[src/rtl/mem_controller_pkg.sv]
// rtl/mem_controller_pkg.sv - shared state codes, encodings and byte-lane helpers for mem_controller
//
// Purpose: definitions used by mem_controller and by the LSB/IFetch requesters.
// Ports: none (package).
package mem_controller_pkg;

  typedef enum logic [1:0] {
    IDLE    = 2'd0,
    READING = 2'd1,
    WRITING = 2'd2,
    DONE    = 2'd3
  } state_e;

  // mem_data_width encoding
  localparam logic [1:0] WIDTH_BYTE = 2'd0;
  localparam logic [1:0] WIDTH_HALF = 2'd1;
  localparam logic [1:0] WIDTH_WORD = 2'd2;

  // addr[17:16] value that selects the IO space
  localparam logic [1:0] IO_SEL = 2'b11;

  // mem_query_type encoding, shared with the LSB
  localparam logic QUERY_READ  = 1'b0;
  localparam logic QUERY_WRITE = 1'b1;

  // Which requester owns the access in flight
  localparam logic PORT_DATA  = 1'b0;
  localparam logic PORT_FETCH = 1'b1;

  // Byte count of an access; the unused code 3 is treated as a word.
  function automatic logic [2:0] width_to_bytes(input logic [1:0] w);
    case (w)
      WIDTH_BYTE: return 3'd1;
      WIDTH_HALF: return 3'd2;
      WIDTH_WORD: return 3'd4;
      default:    return 3'd4;
    endcase
  endfunction

  function automatic logic [7:0] get_byte(input logic [31:0] w, input logic [1:0] idx);
    return w[{idx, 3'b000} +: 8];
  endfunction

  function automatic logic [31:0] put_byte(input logic [31:0] w, input logic [1:0] idx,
                                           input logic [7:0] b);
    logic [31:0] r;
    r = w;
    r[{idx, 3'b000} +: 8] = b;
    return r;
  endfunction

  function automatic logic is_io(input logic [31:0] a);
    return a[17:16] == IO_SEL;
  endfunction

endpackage

[src/rtl/mem_controller.sv]
// rtl/mem_controller.sv - byte-serialising RAM/IO controller for the LSB and IFetch query ports
//
// Purpose: accepts one read/write request at a time (data port over fetch port),
// drives the byte-wide RAM bus and returns a one-cycle reply pulse.
// Ports:
//   clk_in, rst_in (async, active low), rdy_in (low = hold everything)
//   io_buffer_full                       : IO writes must wait while high
//   mem_din / mem_dout / mem_a / mem_wr  : external byte bus, read data one cycle late
//   mem_query_* / mem_reply_*            : LSB request and reply
//   if_query_* / if_reply_*              : instruction fetch request and reply (always 4 bytes)
//   flush_signal                         : aborts reads, silences replies of in-flight writes
module mem_controller
  import mem_controller_pkg::*;
(
  input  logic        clk_in,
  input  logic        rst_in,
  input  logic        rdy_in,
  input  logic        io_buffer_full,
  input  logic [7:0]  mem_din,
  output logic [7:0]  mem_dout,
  output logic [31:0] mem_a,
  output logic        mem_wr,
  input  logic        mem_query_en,
  input  logic        mem_query_type,
  input  logic [31:0] mem_query_addr,
  input  logic [1:0]  mem_data_width,
  input  logic [31:0] mem_query_data,
  output logic        mem_reply_en,
  output logic [31:0] mem_reply_data,
  input  logic        if_query_en,
  input  logic [31:0] if_query_addr,
  output logic        if_reply_en,
  output logic [31:0] if_reply_data,
  input  logic        flush_signal
);

  state_e      state_q, state_d;
  logic        port_q, port_d;
  logic [31:0] addr_q, addr_d;
  logic [2:0]  n_q, n_d;
  // Reads: edges spent in READING. Writes: index of next byte to issue.
  logic [2:0]  cnt_q, cnt_d;
  // Store data for writes, partially assembled result for reads
  logic [31:0] data_q, data_d;
  logic        flushed_q, flushed_d;
  logic [31:0] mem_a_q, mem_a_d;
  logic [7:0]  mem_dout_q, mem_dout_d;
  logic        mem_wr_q, mem_wr_d;
  logic        mem_reply_en_q, mem_reply_en_d;
  logic [31:0] mem_reply_data_q, mem_reply_data_d;
  logic        if_reply_en_q, if_reply_en_d;
  logic [31:0] if_reply_data_q, if_reply_data_d;

  always_ff @(posedge clk_in or negedge rst_in) begin
    if (!rst_in) begin
      state_q          <= IDLE;
      port_q           <= PORT_DATA;
      addr_q           <= '0;
      n_q              <= '0;
      cnt_q            <= '0;
      data_q           <= '0;
      flushed_q        <= 1'b0;
      mem_a_q          <= '0;
      mem_dout_q       <= '0;
      mem_wr_q         <= 1'b0;
      mem_reply_en_q   <= 1'b0;
      mem_reply_data_q <= '0;
      if_reply_en_q    <= 1'b0;
      if_reply_data_q  <= '0;
    end else begin
      state_q          <= state_d;
      port_q           <= port_d;
      addr_q           <= addr_d;
      n_q              <= n_d;
      cnt_q            <= cnt_d;
      data_q           <= data_d;
      flushed_q        <= flushed_d;
      mem_a_q          <= mem_a_d;
      mem_dout_q       <= mem_dout_d;
      mem_wr_q         <= mem_wr_d;
      mem_reply_en_q   <= mem_reply_en_d;
      mem_reply_data_q <= mem_reply_data_d;
      if_reply_en_q    <= if_reply_en_d;
      if_reply_data_q  <= if_reply_data_d;
    end
  end

  always_comb begin
    logic [31:0] addr_sel;
    logic [31:0] wr_addr;
    logic [31:0] word;
    addr_sel         = mem_query_en ? mem_query_addr : if_query_addr;
    wr_addr          = addr_q + 32'(cnt_q);
    word             = put_byte(data_q, cnt_q[1:0] - 2'd1, mem_din);
    state_d          = state_q;
    port_d           = port_q;
    addr_d           = addr_q;
    n_d              = n_q;
    cnt_d            = cnt_q;
    data_d           = data_q;
    flushed_d        = flushed_q;
    mem_a_d          = mem_a_q;
    mem_dout_d       = mem_dout_q;
    mem_wr_d         = mem_wr_q;
    mem_reply_en_d   = mem_reply_en_q;
    mem_reply_data_d = mem_reply_data_q;
    if_reply_en_d    = if_reply_en_q;
    if_reply_data_d  = if_reply_data_q;

    if (rdy_in) begin
      case (state_q)
        IDLE: begin
          if (!flush_signal && (mem_query_en || if_query_en)) begin
            port_d    = mem_query_en ? PORT_DATA : PORT_FETCH;
            addr_d    = addr_sel;
            n_d       = mem_query_en ? width_to_bytes(mem_data_width) : 3'd4;
            cnt_d     = 3'd0;
            flushed_d = 1'b0;
            mem_a_d   = addr_sel;
            if (mem_query_en && mem_query_type == QUERY_WRITE) begin
              data_d  = mem_query_data;
              state_d = WRITING;
              // Byte 0 goes out right away unless the IO sink is full.
              if (is_io(addr_sel) && io_buffer_full) begin
                mem_wr_d = 1'b0;
              end else begin
                mem_wr_d   = 1'b1;
                mem_dout_d = mem_query_data[7:0];
                cnt_d      = 3'd1;
              end
            end else begin
              data_d   = '0;
              mem_wr_d = 1'b0;
              state_d  = READING;
            end
          end
        end

        READING: begin
          if (flush_signal) begin
            state_d        = IDLE;
            mem_a_d        = '0;
            mem_wr_d       = 1'b0;
            mem_reply_en_d = 1'b0;
            if_reply_en_d  = 1'b0;
          end else begin
            cnt_d = cnt_q + 3'd1;
            // Address of byte cnt+1 goes out while byte cnt-1 comes back.
            if (cnt_q + 3'd1 < n_q) mem_a_d = addr_q + 32'(cnt_q) + 32'd1;
            if (cnt_q != 3'd0) begin
              data_d = word;
              if (cnt_q == n_q) begin
                state_d = DONE;
                mem_a_d = '0;
                if (port_q == PORT_DATA) begin
                  mem_reply_en_d   = 1'b1;
                  mem_reply_data_d = word;
                end else begin
                  if_reply_en_d   = 1'b1;
                  if_reply_data_d = word;
                end
              end
            end
          end
        end

        WRITING: begin
          // A started store is committed; a flush only silences its reply.
          if (flush_signal) flushed_d = 1'b1;
          if (cnt_q == n_q) begin
            state_d    = DONE;
            mem_wr_d   = 1'b0;
            mem_a_d    = '0;
            mem_dout_d = '0;
            if (!(flushed_q || flush_signal)) mem_reply_en_d = 1'b1;
          end else begin
            mem_a_d = wr_addr;
            if (is_io(wr_addr) && io_buffer_full) begin
              mem_wr_d = 1'b0;
            end else begin
              mem_wr_d   = 1'b1;
              mem_dout_d = get_byte(data_q, cnt_q[1:0]);
              cnt_d      = cnt_q + 3'd1;
            end
          end
        end

        DONE: begin
          // Requests are ignored here so a requester that drops its request
          // one cycle after the reply is not served twice.
          state_d        = IDLE;
          mem_a_d        = '0;
          mem_wr_d       = 1'b0;
          mem_reply_en_d = 1'b0;
          if_reply_en_d  = 1'b0;
        end

        default: state_d = IDLE;
      endcase
    end
  end

  assign mem_a          = mem_a_q;
  assign mem_dout       = mem_dout_q;
  assign mem_wr         = mem_wr_q;
  assign mem_reply_en   = mem_reply_en_q;
  assign mem_reply_data = mem_reply_data_q;
  assign if_reply_en    = if_reply_en_q;
  assign if_reply_data  = if_reply_data_q;

endmodule

[config.mk]
export PLATFORM = sky130hd
export DESIGN_NAME = mem_controller
export DESIGN_NICKNAME = d
export VERILOG_FILES = /design/src/rtl/mem_controller_pkg.sv /design/src/rtl/mem_controller.sv
export SDC_FILE = /design/constraint.sdc
export NUM_CORES = 1
export LEC_CHECK = 0
export BUFFER_PORTS_ARGS = -buffer_cell sky130_fd_sc_hd__clkbuf_2
export CORE_MARGIN = 2
export CORE_UTILIZATION = 55
export DETAILED_ROUTE_END_ITERATION = 7
export PLACE_DENSITY = 0.8
export SETUP_SLACK_MARGIN = 0.4
export SYNTH_ARGS = -nofsm -noshare
export SYNTH_HDL_FRONTEND = slang
export SYNTH_SLANG_ARGS = --single-unit
[constraint.sdc]
create_clock -name clk_in -period 9.44 [get_ports clk_in]
set_clock_uncertainty 0.05 [all_clocks]
set_input_delay 1.888 -clock clk_in [delete_from_list [all_inputs] [get_ports clk_in]]
set_output_delay 1.888 -clock clk_in [all_outputs]
set_load 0.01 [all_outputs]
* Word level (Yosys, flattened, before mapping) *
Index checks and enable logic that the tools add are counted.

storage, ports and cells
  bits in registers = 181
  latch bits = 0
  memory bits (writable) = 0
  ROM bits = 0
  input bits = 114
  output and inout port bits = 107
  word-level logic and storage cells = 133
  memories = 0

operators by class
  add/sub/neg operators = 5
  $mul = 0
  div/mod/pow operators = 0
  $lt $le $gt $ge = 1
  eq/ne operators = 23
  shifts and indexed selects = 3
  muxes and demuxes = 58
  bitwise logic cells = 2
  reductions and logical operators = 27

operators with widths
  operator                  count
  $mux W32                  11
  $pmux W32 S4              1
  $pmux W32 S2              1
  $mux W8                   5
  $add A32 B1 Y32 const B   1
  $add A32 B3 Y32           1
  $bwmux W32                1
  $shift A8 B7 Y32 const A  1
  $shiftx A32 B6 Y8         1
  $shiftx A8 B7 Y32         1
  $reduce_and A6 Y1         4
  $ne A2 B2 Y1 const B      11
  $mux W1                   21
  $pmux W8 S2               1
  $mux W3                   5
  $ne A3 B3 Y1 const B      5
  $mux W2                   5
  $reduce_and A5 Y1         2
  $pmux W3 S3               1
  $reduce_and A3 Y1         3
  $reduce_bool A3 Y1        3
  $eq A2 B2 Y1 const B      4
  $pmux W2 S4               1
  $neg A5 Y7                1
  18 further kinds          28

* Longest topological paths before layout *
Gate-level depths: netlist of the first run.

  depth in word-level cells = 7
  gate-level depth with buffers = 13
  mapped depth without buffers = 11

* Worst setup path before layout of the first run *
OpenSTA, ideal clock, no wires.

  path kind = in2reg
  from = input mem_query_en
  to = register mem_a_q[12] (netlist: mem_a[12])
  setup time = 0.135 ns
  arrival time = 3.555 ns
  required time = 9.255 ns
  path slack = 5.699 ns
  stages = 7
  buffers on the path = 3
  cell sequence = clkbuf_1 > clkbuf_1 > buf_1 > mux2i_1 > nor2_1 > a221oi_1 > o21ai_0

on the way
  longest elaborated chain between the ends = 4
  elaborated cells between the ends (all ways) = 7
  those cells by class = 1 x eq/ne; 3 x mux; 3 x reduce/logical

ends and longest elaborated chain
  element                                                           RTL line              text
  from (decl)                                                       mem_controller.sv:23  input logic mem_query_en,
  parallel branches: the longest is 4 deep, another holds $mux W32  --
  to (signal assigned)                                              mem_controller.sv:78  mem_a_q <= mem_a_d;
  to (decl)                                                         mem_controller.sv:46  logic [31:0] mem_a_q, mem_a_d;

Parallel ways; which one is timed is not known. The select of a mux whose other input is x is not followed.
A chain may end at the register's enable or synchronous reset.

* Final worst setup path of the first run *
  from = register cnt_q[0]
  to = register mem_a_q[27] (netlist: mem_a[27])

on the way
  longest elaborated chain between the ends = 7
  elaborated cells between the ends (all ways) = 12
  those cells by class = 3 x add/sub; 1 x order compare; 1 x eq/ne; 6 x mux; 1 x reduce/logical

ends and longest elaborated chain
  element                                                  RTL line                                     text
  from (decl)                                              mem_controller.sv:42                         logic [2:0] cnt_q, cnt_d;
  from (signal assigned)                                   mem_controller.sv:75                         cnt_q <= cnt_d;
  $add A32 B3 Y32 / $add A3 B1 Y3 (equally long branches)  mem_controller.sv:93, mem_controller.sv:149
  $add A32 B1 Y32 / $lt A3 B3 Y1 (equally long branches)   mem_controller.sv:149                        if (cnt_q + 3'd1 < n_q) mem_a_d = addr_q + 32'(cnt_q) + 32'd1;
  $mux W32                                                 mem_controller.sv:149
  $mux W32                                                 mem_controller.sv:152                        if (cnt_q == n_q) begin
  $mux W32                                                 mem_controller.sv:150                        if (cnt_q != 3'd0) begin
  $mux W32                                                 mem_controller.sv:140                        if (flush_signal) begin
  $pmux W32 S4 *                                           mem_controller.sv:111                        case (state_q)

Mark *: on every way between the ends. The rest lies on a longest branch, timed or not.

==> results of run 1 <==
[worst reg2reg max path, stage by stage, from the launching register on]
cell and delay (ns):
dfrtp_1 0.89, ha_1 0.38, fa_1 0.33, a21o_1 0.34
nand4_1 0.31, nor3b_1 0.33, or2_2 0.20, nand4_1 0.26
nor4_4 0.60, o2111ai_1 0.23, xor2_1 0.22, o221ai_2 0.12
[power by group through the flow]
stage	registers, uW	clock network (uW)	logic (uW)
floorplan	1290	0	1170
global placement	1370	0	1600
detailed placement	1370	0	1650
CTS	1360	732	1660
global route	1410	763	1860
finish	1370	726	1670
[registers in the layout, indices dropped and copies added, names as in the netlist]
signal          flops
addr_q             32
cnt_q               3
data_q             32
flushed_q           1
if_reply_data      32
if_reply_en         1
mem_a              32
mem_dout            8
mem_reply_data     32
mem_reply_en        1
mem_wr              1
n_q                 3
port_q              1
state_q             2
[path summary, 6_finish.rpt]
kind	end	slack (ns)	depth (start not counted)
setup / recovery	mem_a[27]	5.05	11
hold / removal	if_reply_data[5]	0.43	2
setup reg to reg	mem_a[27]	5.05	11
hold reg to reg	if_reply_data[5]	0.43	2
max in group asynchronous	if_reply_data[12]	5.98	3
min in group asynchronous	mem_a[29]	1.29	1
[per-stage QoR]
step | total power (uW) | hold WS (ns) | setup slack [ns]
2_1_floorplan | 2460 | 0.400 | 5.70
3_3_place_gp | 2970 | 0.412 | 5.27
3_5_place_dp | 3020 | 0.420 | 5.18
4_1_cts | 3750 | 0.437 | 5.18
5_1_grt | 4030 | 0.456 | 4.84
6_report | 3770 | 0.428 | 5.05
[metal layers]
layer  global-route usage, %  vias up
met3                    6.34       82
li1                        -     4685
met2                    44.6      457
met1                    44.2     4761
met5                       0        -
met4                    13.1        0
[kinds of logic (layout without fill, tap and decap cells)]
logic type,Yosys count,count (layout),synth area share [%]
and+or+nand+nor,460,460,21.1
DFF,181,181,42.5
xor gates and xnor gates,55,55,4.59
muxes,44,44,5.29
adders and majority gates,19,19,2.30
buffers and inverters,101,285,3.69
AOI/OAI and AO/OA,374,374,20.6
[cells in the mapped netlist (4+ instances only)]
master,count,share of area (%)
nor2_1,42,1.5
a21o_1,6,0.42
nor3_1,13,0.61
clkbuf_1,69,2.4
nand2b_1,5,0.29
inv_1,20,0.70
a31oi_1,16,0.94
mux2_2,19,2.0
nand4_1,11,0.65
a221oi_1,12,0.99
o21a_1,8,0.56
o21ai_0,166,7.8
nand3_1,25,1.2
o221ai_1,4,0.33
buf_2,8,0.38
mux4_2,8,1.7
a21oi_1,107,5.0
and4_1,4,0.33
dfrtp_1,181,42
ha_1,18,2.1
o21ai_1,4,0.19
nor4_1,7,0.41
nand2_1,237,8.3
mux2i_1,17,1.6
xnor2_1,31,2.5
a211oi_1,6,0.42
a22oi_1,4,0.28
and3_1,6,0.35
xor2_1,23,1.9
nor2b_1,79,4.6
or3_1,6,0.35
[final cells by class]
cell class              instances  share of cell area [%]
clock buffers                  17                    3.41
clock inverters                15                    1.46
inverters                      20                   0.601
multi-input cells             952                    46.0
flip-flops and latches        181                    36.3
well taps                     260                    2.60
repair buffers                233                    9.64
==> flow_summary.ini, run 1 <==
[timing]
timing.fmax_mhz = 228
finalSetupTns_ns = 0
fin_crit_ns = 4.39
period_share_pct = 46.5
finalMaxSlewViolations = 0
tightest_slew_ns = 1.19
setup_viol_count_final = 0
hold_viol = 0
maxSlewHeadroom_pct = 20.6
rsz0062_at_grt = false

[power_and_ir_drop]
p_clk_share_pct = 19.2
p_comb_share_pct = 44.4
leakage_uw = 0.00565
p_sw_uw = 1730
switching_share_pct = 45.8
p_int_uw = 2040
ir_drop_uv = 191
p_per_area_mw_per_mm2 = 302
seqPwrFrac_pct = 36.4

[critical_path]
cp_num_buf_inv = 0
setup.worst_path.start = cnt_q[0]
critical_path.max_stage_delay_ns = 0.89
start_kind = flop
cpMaxStageDelayCell = dfrtp_1
rr_startpoint = cnt_q[0]
crit_path_frequent_cell = nand4_1
worstPathArrival_ns = 4.66
path_cells = ha_1 > fa_1 > a21o_1 > nand4_1 > nor3b_1 > or2_2 > nand4_1 > nor4_4 > o2111ai_1 > xor2_1 > o221ai_2
worstPathRequired_ns = 9.71
path_delay_family = simple AND/OR/NAND/NOR gates
crit_type = reg -> reg
crit_fanout = 19
cp-end-kind = flop

[place]
post-place-cells = 1646
placed_cell_area_mm2 = 0.0119
dp_hpwl_um = 22200
place.gp.congestion = 0.944
io_buffers = 220

[grt]
antenna_found_initial = 0
grt_overflow = 0
grt_pass1_vias = 9419
grtUsageTotal_pct = 30.6
grt_pass1_wl_um = 48900
grt_max_degree = 72

[clock_tree]
cts_num_sinks = 181
cts_resized = 0
clk_latency_ns = 0.45
clk_path_buf_depth = 2
cts_buffers = 17
htreeDepth = 4
cts_tree = done
post_cts_buffers = 0
holdBufCountCts = 0
root_buffer = clkbuf_16
clk_pin_slew_worst_paths_ns = 0.08

[finish]
drive_gt1_share_pct = 21.9
final_nets = 1538
layout_commonest_cell = nand2_1
fill_cells = 1651
syn_to_final_growth_pct = 17.2
final_cell_mix = nand2_1, clkbuf_2, dfrtp_1, o21ai_0, a21oi_1
finalCoreUtilization_pct = 66.1
fin_cells = 1678
ff_latch_area_mm2 = 0.00453
final_area_mm2 = 0.0125
insertedDiodeCount = 0
multi_input_area_mm2 = 0.00575

[synth]
ys.flop_type = dfrtp_1
synth_edf_count = 0
ys_async_sr_fraction_pct = 100
synth_cell_types = 76
ys_seq_area_share_pct = 42.5
mappedNetlistNets = 1367
synth-warning-count = 0
netlist_area_mm2 = 0.0107
syn_area_per_cell_um2 = 8.64
synth.ff_latch_count = 181
synthCells = 1234

[detailed_routing]
drtIter0Drc = 832
vias = 9985
routed_wirelength_um = 31000
wl_met1_um = 14000
met2WireLength_um = 13500
route.detailed.drc = 0
wl_met3_um = 2270
vias_per_cell = 5.95
wl_per_cell_um = 18.4
first_pass_iters = 5
drt.antenna.violating_nets = 0
dr.max_layer_used = met4

[hold_path]
hold_class = reg -> reg
hp-start = if_reply_data[5]

[floorplan]
io_pins = 221
fp.coreArea_mm2 = 0.0189
die_area_mm2 = 0.0205
num_rows = 50
die_w_um = 143
die_h_um = 143
initial_core_util_pct = 56.4

[job]
max_cap_violations = 0

[status]
status = finished, final reports clean
Power figures use the tool's default switching activity.
==> run 2: changes to the inputs <==
--- a/config.mk
+++ b/config.mk
@@ -5,6 +5,7 @@
 export SDC_FILE = /design/constraint.sdc
 export NUM_CORES = 1
 export LEC_CHECK = 0
+export ABC_AREA = 1
 export BUFFER_PORTS_ARGS = -buffer_cell sky130_fd_sc_hd__clkbuf_2
 export CORE_MARGIN = 2
 export CORE_UTILIZATION = 55
==> constraint.sdc (replaced) <==
create_clock -name clk_in -period 4.2 [get_ports clk_in]
set_clock_uncertainty 0.05 [all_clocks]
set_input_delay 0.84 -clock clk_in [delete_from_list [all_inputs] [get_ports clk_in]]
set_output_delay 0.84 -clock clk_in [all_outputs]
set_load 0.01 [all_outputs]
==> run 2 against run 1 <==
  * Maximum frequency increased by 32%
  * Final cell count increased by 24%
  * Global-route usage increased by 3.8 points
  * Sequential share of layout area down 2.2 points
  * Critical endpoint is now mem_a[24]
  * Flip-flop and latch count is the same
  * Wire length grew 22%
  * Clock power up 120%
  * Total power rose to 2.6 times the previous value
  * Non-clock buffer count is 8 higher
  * Clock-buffer cell count stayed put
  * Die area rose by 6.5%
==> flow_summary.ini, run 2 <==
[status]
status = finished, final reports clean

[grt]
grt_overflow = 0
grt.busiest_layer = met2
grt_max_degree = 85
use_met2_pct = 52.4
grtUsageTotal_pct = 34.4
antenna_found_initial = 1
grtUsageMet3_pct = 4.78
grt_pass1_vias = 10700
globalRouteMet1Util_pct = 51.6
grt_pass1_wl_um = 58700

[critical_path]
path_cells = ha_1 > fa_1 > nand2_1 > nand2_1 > nand2_2 > inv_1 > nand3_1 > nand2_2 > nor3_2 > nand2_2 > nor2_4 > nand2_1 > nand2_1 > nand3_1 > a21oi_1 > nor2_1
cpMaxStageDelayCell = dfrtp_2
critical_path.max_stage_delay_ns = 0.58
worstPathRequired_ns = 4.49
worstPathArrival_ns = 3.62
crit_fanout = 25
rr_startpoint = cnt_q[0]
crit_type = reg -> reg
cp-end-kind = flop
start_kind = flop
crit_path_frequent_cell = nand2_1
path_delay_family = simple AND/OR/NAND/NOR gates
setup.worst_path.start = cnt_q[0]
cp_num_buf_inv = 1

[synth]
synthTopCellsByArea = dfrtp_1, nand2_1, o21ai_0
netlist.area_leader.share_pct = 39.8
yosysMostFrequentCell = nand2_1
synth.ff_latch_count = 181
synth_top_family_by_area = simple AND/OR/NAND/NOR gates
ys_async_sr_fraction_pct = 100
synth_fa_ha_area_share_pct = 2.16
muxShareOfSynthArea_pct = 2.11
ys_seq_area_share_pct = 39.8
mappedNetlistNets = 1736
synth_cell_types = 48
synth_common_cells = nand2_1, o21ai_0, inv_1
synth_edf_count = 0
synth-xor-area-share_pct = 0.616
ys.flop_type = dfrtp_1
synth-warning-count = 0
yosys.area.top_type = dfrtp_1
netlist_area_mm2 = 0.0114
synth-simple-area-share_pct = 27.3
synthCells = 1603
synth_compound_area_share_pct = 18.8
syn_area_per_cell_um2 = 7.09

[finish]
fill_cells = 1828
final_cell_mix = nand2_1, clkbuf_2, o21ai_0, inv_1, dfrtp_1
multi_input_area_mm2 = 0.00583
insertedDiodeCount = 0
layout_commonest_cell = nand2_1
drive_gt1_share_pct = 19.0
final_nets = 1926
ff_latch_area_mm2 = 0.00453
syn_to_final_growth_pct = 17.0

[detailed_routing]
route.detailed.drc = 0
routed_wirelength_um = 37900
drtIter0Drc = 1389
first_pass_iters = 6
drt.antenna.violating_nets = 0
wl_per_cell_um = 18.2
vias = 12000
vias_per_cell = 5.77

[timing]
timing.fmax_mhz = 300
finalMaxSlewViolations = 0
period_share_pct = 79.3
maxSlewHeadroom_pct = 36.6
tightest_slew_ns = 0.951
finalSetupTns_ns = 0
setup_ws_ns = 0.870
hold_viol = 0
fin_crit_ns = 3.33
setup_viol_count_final = 0
rsz0062_at_grt = false

[clock_tree]
htreeDepth = 4
cts_num_sinks = 181
clk_path_buf_depth = 2
holdBufCountCts = 0
clk_pin_slew_worst_paths_ns = 0.08
cts_buffers = 17
root_buffer = clkbuf_16
clk_latency_ns = 0.45
cts_tree = done

[place]
dp_hpwl_um = 28100
place.gp.congestion = 0.966
io_buffers = 220
detailedPlace.worstSlack_ns = 0.728

[floorplan]
io_pins = 221
die_h_um = 148
fp.coreArea_mm2 = 0.0202
die_w_um = 148
die_area_mm2 = 0.0218
num_rows = 52
initial_core_util_pct = 56.2

[power_and_ir_drop]
switching_share_pct = 49.9
p_comb_share_pct = 51.5
seqPwrFrac_pct = 32.1
p_per_area_mw_per_mm2 = 745
p_sw_uw = 4950
p_clk_share_pct = 16.4
leakage_uw = 0.00652
p_int_uw = 4970
ir_drop_uv = 441

[job]
max_cap_violations = 0

[hold_path]
hold_class = in -> async
run 2: area by class of cell:
| class | count | share of cell area (%) |
|---|---|---|
| flip-flops and latches | 181 | 34.1 |
| repair buffers | 241 | 9.60 |
| multi-input cells | 1153 | 43.8 |
| well taps | 270 | 2.54 |
| clock inverters | 14 | 1.21 |
| inverters | 199 | 5.61 |
| clock buffers | 17 | 3.20 |
run 2: final timing paths:
| path | slack [ns] | depth (start not counted) | to |
|---|---|---|---|
| max | 0.87 | 16 | mem_a[24] |
| min | 0.41 | 1 | addr_q[3] |
| max reg2reg | 0.87 | 16 | mem_a[24] |
| min reg2reg | 0.44 | 2 | if_reply_data[15] |
| max in group asynchronous | 2.78 | 2 | if_reply_data[0] |
| min in group clk_in | 0.44 | 2 | if_reply_data[15] |
run 2: per-layer routing:
layer / share of wire (%) / vias to the layer above
met5: 0.034 / -
met2: 45 / 672
met1: 44 / 5582
met3: 9.6 / 69
met4: 2.0 / 2
li1: - / 5655
run 2: cell families after synthesis:
logic type	after synthesis
compound gates	377
xor+xnor	8
fa+ha+maj	19
buf+inv	269
flops	181
mux	24
simple gates	725
run 2: worst register-to-register path, cell delays in order (launching register included):
cell	delay, ns
dfrtp_2	0.58
ha_1	0.34
fa_1	0.46
nand2_1	0.10
nand2_1	0.09
nand2_2	0.18
inv_1	0.10
nand3_1	0.14
nand2_2	0.12
nor3_2	0.28
nand2_2	0.15
nor2_4	0.23
nand2_1	0.08
nand2_1	0.06
nand3_1	0.06
a21oi_1	0.15
nor2_1	0.05
run 2: per-stage QoR:
step / total power, uW / hold slack, ns / cell area, um^2 / util, % / instances
finish: 9910 / 0.413 / 13300 / 65.8 / 2075
global route: 10600 / 0.453 / 13300 / 65.8 / 2075
CTS: 9790 / 0.433 / 13300 / 65.7 / 2075
detailed placement: 8160 / 0.415 / 12700 / 62.8 / 2044
global placement: 8040 / 0.414 / 12700 / 62.8 / 2044
floorplan: 6410 / 0.403 / 11400 / - / 1603
run 2: power by group through the flow:
stage	clock (uW)	sequential [uW]	combinational, uW
after global placement	0	3160	4870
after floorplan	0	3170	3240
after global routing	1690	3260	5630
final	1620	3180	5110
after detailed placement	0	3180	4980
after CTS	1620	3150	5020
run 2: timing repair:
| action | CTS | global route |
|---|---|---|
| buffers inserted | 0 | 0 |
| endpoints found under the setup margin | 0 | 10 |
| resized for setup | 0 | 1 |
==> run 3: changes to the inputs <==
--- a/config.mk
+++ b/config.mk
@@ -5,7 +5,7 @@
 export SDC_FILE = /design/constraint.sdc
 export NUM_CORES = 1
 export LEC_CHECK = 0
-export ABC_AREA = 1
+export ABC_AREA = 0
 export BUFFER_PORTS_ARGS = -buffer_cell sky130_fd_sc_hd__clkbuf_2
 export CORE_MARGIN = 2
 export CORE_UTILIZATION = 55
==> constraint.sdc (replaced) <==
create_clock -name clk_in -period 3.25 [get_ports clk_in]
set_clock_uncertainty 0.05 [all_clocks]
set_input_delay 0.65 -clock clk_in [delete_from_list [all_inputs] [get_ports clk_in]]
set_output_delay 0.65 -clock clk_in [all_outputs]
set_load 0.01 [all_outputs]
==> run 3 against run 2 <==
  * The flow now finishes with violations (negative setup slack)
  * Critical path depth down 3
  * Sequential power grew 22%
  * Die area fell by 6.1%
  * Highest routed layer is now met4
  * Combinational power grew 20%
  * Setup slack got worse by 0.90 ns
==> flow_summary.ini, run 3 (synthesis gave the netlist of run 1 again) <==
[power_and_ir_drop]
seqPwrFrac_pct = 31.7
p_comb_share_pct = 50.1
p_per_area_mw_per_mm2 = 896
p_clk_share_pct = 18.1
ir_drop_uv = 517
p_sw_uw = 5580
switching_share_pct = 45.7
leakage_uw = 0.00621
p_int_uw = 6640

[timing]
maxSlewHeadroom_pct = 40.5
timing.fmax_mhz = 305
hold_viol = 0
period_share_pct = 101
setup_viol_count_final = 3
rsz0062_at_grt = true
finalMaxSlewViolations = 0
fin_hold_ws_ns = 0.129
tightest_slew_ns = 0.893
fin_crit_ns = 3.28
setup_ws_ns = -0.0263

[finish]
insertedDiodeCount = 0
layout_commonest_cell = nand2_1
final_cell_mix = nand2_1, clkbuf_2, dfrtp_1, o21ai_0, a21oi_1
drive_gt1_share_pct = 30.2
syn_to_final_growth_pct = 28.0
final_nets = 1624
finalCoreUtilization_pct = 72.2
fill_cells = 1458

[floorplan]
io_pins = 221
die_w_um = 143
fp.coreArea_mm2 = 0.0189
num_rows = 50
die_h_um = 143
initial_core_util_pct = 56.4
die_area_mm2 = 0.0205

[clock_tree]
cts_buffers = 17
root_buffer = clkbuf_16
clk_latency_ns = 0.45
cts_tree = done
cts_num_sinks = 181
clk_pin_slew_worst_paths_ns = 0.08
htreeDepth = 4
clk_path_buf_depth = 2

[critical_path]
crit_fanout = 5
cpMaxStageDelayCell = or4b_4
cp_num_buf_inv = 2
worstRegToRegCells = 13
path_delay_family = simple AND/OR/NAND/NOR gates
start_kind = flop
crit_type = reg -> reg
worstSetupPathDepth = 13
worstPathRequired_ns = 3.51
critical_path.max_stage_delay_ns = 0.53
path_cells = ha_4 > fa_2 > or4b_4 > nor4b_4 > o41ai_2 > a211oi_2 > buf_4 > nand4_4 > nor4_4 > buf_4 > o21a_1 > xnor2_1 > a31oi_1
cp-end-kind = flop
crit_path_frequent_cell = buf_4
worstPathArrival_ns = 3.54

[grt]
grt_overflow = 0
grt_pass1_wl_um = 53600
antenna_found_initial = 0
grt_max_degree = 67
grt_pass1_vias = 10000
grtUsageTotal_pct = 33.6

[detailed_routing]
route.detailed.drc = 0
wl_met3_um = 2920
vias = 10600
wl_per_cell_um = 19.5
dr.max_layer_used = met4
first_pass_iters = 6
routed_wirelength_um = 34500
drt.antenna.violating_nets = 0
drtIter0Drc = 1014
wl_met1_um = 14900
vias_per_cell = 6.03
met2WireLength_um = 15500

[status]
status = finished with violations
violations = negative setup slack

[place]
detailedPlace.worstSlack_ns = -0.0279
io_buffers = 220
place.gp.congestion = 0.954
dp_hpwl_um = 24600

[hold_path]
hold_class = in -> async

[job]
max_cap_violations = 0
run 3: changes by cell type in the layout (fill, tap and decap cells not counted), sizes merged, moves of 78 or more:
cell / before / now
nand2: 411 / 237
inv: 201 / 30
nor2: 187 / 42
nor2b: 0 / 79
buf: 22 / 100
nand3: 103 / 25
run 3: cell type report:
type	instances	area (um^2)	share of cell area [%]
Clock inverter	15	206	1.51
Sequential cell	181	4530	33.2
Clock buffer	17	425	3.12
Multi-Input combinational cell	952	6080	44.6
Tap cell	260	325	2.38
Inverter	20	77.6	0.569
Timing Repair Buffer	319	1990	14.6
run 3: metal layers:
metal,GRT usage (%),vias up
met5,0,-
met4,12.2,0
met3,6.81,90
met2,50.5,557
met1,48.3,5138
li1,-,4859
run 3: repair_timing:
item	CTS	global route
gates resized for setup	54	34
gates cloned	1	0
pin swaps	27	9
setup buffers	14	6
setup endpoints to repair	47	44
hold buffers	0	0
run 3: per-stage QoR:
stage	area (um^2)	TNS, ns	total power, uW	cells
after detailed placement	12500	-0.0386	9310	1711
after CTS	13400	0	11800	1758
after floorplan	10700	0	7210	1234
final	13600	-0.0433	12200	1764
after global routing	13600	-0.718	12900	1764
after global placement	12500	0	9160	1711
run 3: power groups by stage:
stage	Clock (uW)	Combinational, uW	Sequential, uW
finish	2220	6120	3880
global route	2310	6630	3960
CTS	2220	5720	3840
detailed placement	0	5450	3860
global placement	0	5320	3830
floorplan	0	3450	3760
run 3: path summary, 6_finish.rpt:
kind                              startpoint           endpoint  slack, ns
max                                addr_q[0]          mem_a[26]      -0.03
min                                   rst_in         addr_q[29]       0.13
max reg2reg                        addr_q[0]          mem_a[26]      -0.03
min reg2reg                if_reply_data[16]  if_reply_data[16]       0.43
max in group asynchronous             rst_in  if_reply_data[10]       2.25
min in group clk_in        mem_data_width[1]             n_q[0]       0.43
